$ cat src/rtl/pc_pkg.sv
// Shared definitions for the fetch PC unit: next-PC source encoding and default parameters.
// Optional return-address stack is enabled with the PC_RAS_EN macro.
package pc_pkg;

  typedef enum logic [2:0] {
    PC_SRC_RESET    = 3'd0,
    PC_SRC_TRAP     = 3'd1,
    PC_SRC_REDIRECT = 3'd2,
    PC_SRC_RAS      = 3'd3,
    PC_SRC_HOLD     = 3'd4,
    PC_SRC_SEQ      = 3'd5
  } pc_src_e;

  localparam logic [31:0] PC_DEF_RESET_VECTOR = 32'h0000_0000;
  localparam int          PC_DEF_INST_BYTES   = 4;

endpackage

$ cat src/rtl/pc_ras.sv
// Circular return-address stack: push, pop, replace-top (push+pop) and clear; full push overwrites oldest.
// Single-cycle update; o_top/o_count reflect registered state.
module pc_ras
  import pc_pkg::*;
#(
  parameter int XLEN  = 32,
  parameter int DEPTH = 4
) (
  input  logic                       clk,
  input  logic                       rst,
  input  logic                       i_clear,
  input  logic                       i_push,
  input  logic                       i_pop,
  input  logic [XLEN-1:0]            i_dat,
  output logic [XLEN-1:0]            o_top,
  output logic [$clog2(DEPTH):0]     o_count
);

  localparam int AW = $clog2(DEPTH);
  localparam int CW = AW + 1;

  logic [XLEN-1:0] r_mem [DEPTH];
  logic [AW-1:0]   r_ptr;
  logic [CW-1:0]   r_count;
  logic [AW-1:0]   w_top_idx;
  logic            w_nonempty;
  logic            w_replace;

  assign w_top_idx  = r_ptr - AW'(1);
  assign w_nonempty = (r_count != '0);
  assign w_replace  = i_push && i_pop && w_nonempty;
  assign o_top      = r_mem[w_top_idx];
  assign o_count    = r_count;

  // r_ptr is the next free slot; wrapping onto the oldest entry when full is the overwrite.
  always_ff @(posedge clk or posedge rst) begin
    if (rst) begin
      r_ptr   <= '0;
      r_count <= '0;
    end else if (i_clear) begin
      r_ptr   <= '0;
      r_count <= '0;
    end else if (w_replace) begin
      r_ptr   <= r_ptr;
      r_count <= r_count;
    end else if (i_push) begin
      r_ptr <= r_ptr + AW'(1);
      if (r_count != CW'(DEPTH)) r_count <= r_count + CW'(1);
    end else if (i_pop && w_nonempty) begin
      r_ptr   <= w_top_idx;
      r_count <= r_count - CW'(1);
    end
  end

  always_ff @(posedge clk) begin
    if (!i_clear) begin
      if (w_replace)   r_mem[w_top_idx] <= i_dat;
      else if (i_push) r_mem[r_ptr]     <= i_dat;
    end
  end

endmodule

$ cat src/rtl/pc_unit.sv
// Fetch program counter: trap > redirect > RAS > hold > sequential; pc_next combinational, pc one cycle later.
// Stall holds the PC unless trap/redirect overrides; optional return-address stack under PC_RAS_EN.
module pc_unit
  import pc_pkg::*;
#(
  parameter int               XLEN         = 32,
  parameter logic [XLEN-1:0]  RESET_VECTOR = XLEN'(PC_DEF_RESET_VECTOR),
  parameter int               INST_BYTES   = PC_DEF_INST_BYTES,
  parameter int               RAS_DEPTH    = 4
) (
  input  logic                          clk,
  input  logic                          rst,
  input  logic                          stall,
  input  logic                          trap_valid,
  input  logic [XLEN-1:0]               trap_vector,
  input  logic                          redirect_valid,
  input  logic [XLEN-1:0]               redirect_target,
  input  logic                          call_valid,
  input  logic                          ret_valid,
  output logic [XLEN-1:0]               pc,
  output logic [XLEN-1:0]               pc_next,
  output logic                          misalign_err,
  output logic [$clog2(RAS_DEPTH):0]    ras_count
);

  localparam int              CW         = $clog2(RAS_DEPTH) + 1;
  localparam logic [XLEN-1:0] LOW_MASK   = XLEN'(INST_BYTES - 1);

  logic [XLEN-1:0] r_pc;
  logic            r_misalign;
  logic [XLEN-1:0] w_seq;
  logic [XLEN-1:0] w_tgt;
  logic            w_tgt_mis;
  logic [XLEN-1:0] w_ras_top;
  logic [CW-1:0]   w_ras_count;
  logic            w_ras_hit;
  pc_src_e         w_src;

  assign w_seq     = r_pc + XLEN'(INST_BYTES);
  assign w_tgt     = trap_valid ? trap_vector : redirect_target;
  assign w_tgt_mis = (trap_valid || redirect_valid) && ((w_tgt & LOW_MASK) != '0);

`ifdef PC_RAS_EN
  logic w_ras_upd;
  assign w_ras_upd = !stall && !trap_valid && !redirect_valid;
  assign w_ras_hit = ret_valid && !stall && (w_ras_count != '0);

  pc_ras #(.XLEN(XLEN), .DEPTH(RAS_DEPTH)) u_ras (
    .clk     (clk),
    .rst     (rst),
    .i_clear (trap_valid),
    .i_push  (w_ras_upd && call_valid),
    .i_pop   (w_ras_upd && ret_valid),
    .i_dat   (w_seq),
    .o_top   (w_ras_top),
    .o_count (w_ras_count)
  );
`else
  logic w_unused_ras;
  assign w_unused_ras = call_valid ^ ret_valid;
  assign w_ras_hit    = 1'b0;
  assign w_ras_top    = '0;
  assign w_ras_count  = '0;
`endif

  always_comb begin
    if (rst)                 w_src = PC_SRC_RESET;
    else if (trap_valid)     w_src = PC_SRC_TRAP;
    else if (redirect_valid) w_src = PC_SRC_REDIRECT;
    else if (w_ras_hit)      w_src = PC_SRC_RAS;
    else if (stall)          w_src = PC_SRC_HOLD;
    else                     w_src = PC_SRC_SEQ;
  end

  // Trap and redirect targets are forced onto an instruction boundary.
  always_comb begin
    pc_next = w_seq;
    case (w_src)
      PC_SRC_RESET:    pc_next = RESET_VECTOR;
      PC_SRC_TRAP,
      PC_SRC_REDIRECT: pc_next = w_tgt & ~LOW_MASK;
      PC_SRC_RAS:      pc_next = w_ras_top;
      PC_SRC_HOLD:     pc_next = r_pc;
      default:         pc_next = w_seq;
    endcase
  end

  always_ff @(posedge clk or posedge rst) begin
    if (rst) begin
      r_pc       <= RESET_VECTOR;
      r_misalign <= 1'b0;
    end else begin
      r_pc       <= pc_next;
      r_misalign <= w_tgt_mis;
    end
  end

  assign pc           = r_pc;
  assign misalign_err = r_misalign;
  assign ras_count    = w_ras_count;

endmodule

$ cat config.mk
export PLATFORM = sky130hd
export DESIGN_NAME = pc_unit
export DESIGN_NICKNAME = d
export VERILOG_FILES = /design/src/rtl/pc_pkg.sv /design/src/rtl/pc_ras.sv /design/src/rtl/pc_unit.sv
export SDC_FILE = /design/constraint.sdc
export NUM_CORES = 1
export LEC_CHECK = 0
export CAP_MARGIN = 20
export CORE_MARGIN = 5
export CORE_UTILIZATION = 42
export DETAILED_ROUTE_END_ITERATION = 6
export PLACE_DENSITY = 0.87
export SKIP_CTS_REPAIR_TIMING = 1
export SYNTH_ARGS = -nofsm -noshare
export SYNTH_HDL_FRONTEND = slang
export SYNTH_SLANG_ARGS = --single-unit
$ cat constraint.sdc
create_clock -name clk -period 7.45 [get_ports clk]
set_input_delay 1.49 -clock clk [delete_from_list [all_inputs] [get_ports clk]]
set_output_delay 1.49 -clock clk [all_outputs]
set_load 0.01 [all_outputs]
==> impl_results.md <==
- Yosys warning count: 0
- Clk sinks: 33
- Max Cap Violations: 0
- Setup ws final: 1.60 ns
- Routed len/inst: 16.9 µm
- Kind of critical path: in2out
- Setup TNS: 0 ns
- Worst slew margin: 32.7%
- DRC: 0
- Outcome: finished, final reports clean
- CTS root buffer: clkbuf_8
- Layout fillers: just over 500
- Placer congestion estimate: 0.956
- Post-synth EDFFs: 0
- Power density cells: roughly 130 nW/µm²
- Crit path launch type: primary input
- Sequential fraction of the synthesis area: about a third
- WP buf/inv: 2
- Final antenna-violating net count: 0
- Post-synthesis register bit count: 33
- Fin area: roughly 4000 µm²
- Syn avg cell area: a little over 8 µm²
- Worst path max stage delay: between 0.8 and 0.9 ns
- CTS tree: done
- Leading register cell type out of synthesis: dfrtp_1
- Fin. Hold Viols: 0
- Via count: slightly below 3,000
- Grt total ovfl: 0
- Die W: approximately 87 µm
- IO Pins: between 100 and 150
- # placed instances: 498
- Post-DP HPWL: 6400 µm
- Ant diodes: 0
- CP startpoint: stall
- Yosys cell types: between 40 and 50
- Worst R2R Start: pc[2]
- Crit path max fanout: 22
- Minimum clock period: about 6 ns
- Worst-Skew Late Latency: approximately 0.28 ns
- Worst hold start: pc[0]
- DP Worst Slack: around 1.5 ns
- Vias in the first global route: roughly 3,000
- RSZ-0062 raised after global routing: false
- Overall die height: between 80 and 90 µm
- F_max: approximately 0.17 GHz
- Most common cell after layout, fill and taps aside: clkdlybuf4s50_1
- Area delta synth->final: 57.6%
- Final setup fails: 0
- Core outline area: 5820 µm²
- Gr usage total: approximately 23%
- DR vias/cell: just under 6
- Worst min-delay path category: reg2reg
- Critical path's slowest cell: or4_1
- Commonest non-fill, non-tap cells in the layout: 131 x clkdlybuf4s50_1, 36 x nand2_1, 33 x dfrtp_1, 30 x nor2_1, 21 x mux2i_1
- Largest net degree at the start of global routing: 62
- Worst hold slack: 0.519 ns
- Placed Area: ~3800 µm²
- Port bufs: 133
- H-tree depth: 2
- CP Capture Type: output pin
- Worst Hold Path EP: pc[0]
- Cell family with most CP delay: simple AND/OR/NAND/NOR gates
- Routed Wire Length: roughly 8500 µm
- Worst path cell trace: clkdlybuf4s50_1, or4_1, or4_1, o211ai_1, clkdlybuf4s50_1
- Worst-Margin Slew: 1.00 ns
- Reg2reg path depth: 5
- Layout cells sized above 1: between 4 and 5%
- R2R setup slack: approximately 5 ns
- Drt first pass iters: 4
- Worst clock skew: 0.00766 ns
- Final Max Slew Viols: 0
- Post-Layout Cell Count: between 500 and 600
- Number of DRC markers in iteration 0: 209
- Clk pin slew, worst setup/hold paths: ~0.070 ns
- Leak pwr: roughly 1.5 nW
- Initial Util: 42.6%
- Asr flop ratio synth: 100%
- Mapped cell area: around 2500 µm²
- Rows: 28
- Arr. time, crit path: roughly 4.4 ns
- R2r endpoint: pc[24]
- Inserted Clock Buffers: 5
- Final worst path period share: between 70% and 80%
- Die area: about 7500 µm²
- CP required: 5.96 ns
- Antenna violations before repair: 0
- First-pass GRT wire length: around 14,000 µm
- Final Net Count: between 500 and 600
- Hold path depth: 1
- Worst vdd ir: approximately 75 µV
- Clock Tree Buf Depth: 2
- Cells after synthesis: around 300
cell families after synthesis:
group                    share of synthesized area (%)
flip-flops                                        33.3
AND/OR/NAND/NOR                                   30.6
other                                            0.151
multiplexers                                      8.48
AO/OA/AOI/OAI                                     18.0
adder cells (fa/ha/maj)                          0.505
buffers and inverters                             5.05
XOR/XNOR                                          3.89
through the flow:
stage	power [W]	utilization, %
2_1_floorplan	0.000277	-
3_3_place_gp	0.000373	65.8
3_5_place_dp	0.000377	65.8
4_1_cts	0.000504	67.1
5_1_grt	0.000525	67.1
6_report	0.000499	67.1
report_power, final:
| part | switching (W) | internal [W] |
|---|---|---|
| Combinational | 0.0000679 | 0.0000942 |
| Clock | 0.0000650 | 0.0000615 |
| Sequential | 0.0000197 | 0.000191 |
| Total | 0.000153 | 0.000347 |
worst max-delay path by stage:
stage,end,slack [ns],cells after the start
after global routing,pc_next[14],1.39,5
after CTS,pc_next[14],1.54,5
after detailed placement,pc_next[14],1.53,5
after global placement,pc_next[17],1.64,5
final,pc_next[17],1.60,5
after floorplan,pc_next[17],2.91,5
sequential cells by signal, indices dropped and copies added (netlist names):
signal,flops
misalign_err,1
pc,32
final cells by class:
type / count / area [µm²] / share of cell area [%]
flip-flops and latches: 33 / 826 / 21.1
repair buffers: 137 / 1350 / 34.5
clock buffers: 5 / 68.8 / 1.76
multi-input cells: 248 / 1540 / 39.4
well taps: 75 / 93.8 / 2.40
inverters: 6 / 22.5 / 0.577
clock inverters: 1 / 5.00 / 0.128
metal layers:
metal	routed length (µm)	share of wire, %	track usage [%]	vias to the layer above
li1	-	-	-	1394
met1	3400	40	27.2	1378
met2	4320	51	39.8	126
met3	702	8.2	5.89	14
met4	104	1.2	6.80	0
met5	0	0	0	-
cells in the mapped netlist, types with 4 or more instances:
cell      count  share of area [%]
a21oi_1      15                3.0
a22oi_1       5                1.5
clkbuf_1     14                2.1
dfrtp_1      33                 33
inv_1         6               0.91
mux2i_1      21                8.5
nand2_1      36                5.5
nand3_1      18                3.6
nand4_1      11                2.8
nor2_1       30                4.5
nor2b_1       5                1.3
nor3_1        8                1.6
nor4_1        5                1.3
o211ai_1      9                2.7
o21ai_0      16                3.2
o22ai_1       9                2.3
o311ai_0      5                1.8
o311ai_1      4                1.4
or4_1         6                1.8
or4b_1        5                2.0
xnor2_1      10                3.5
(Power assumes the default switching activity.)
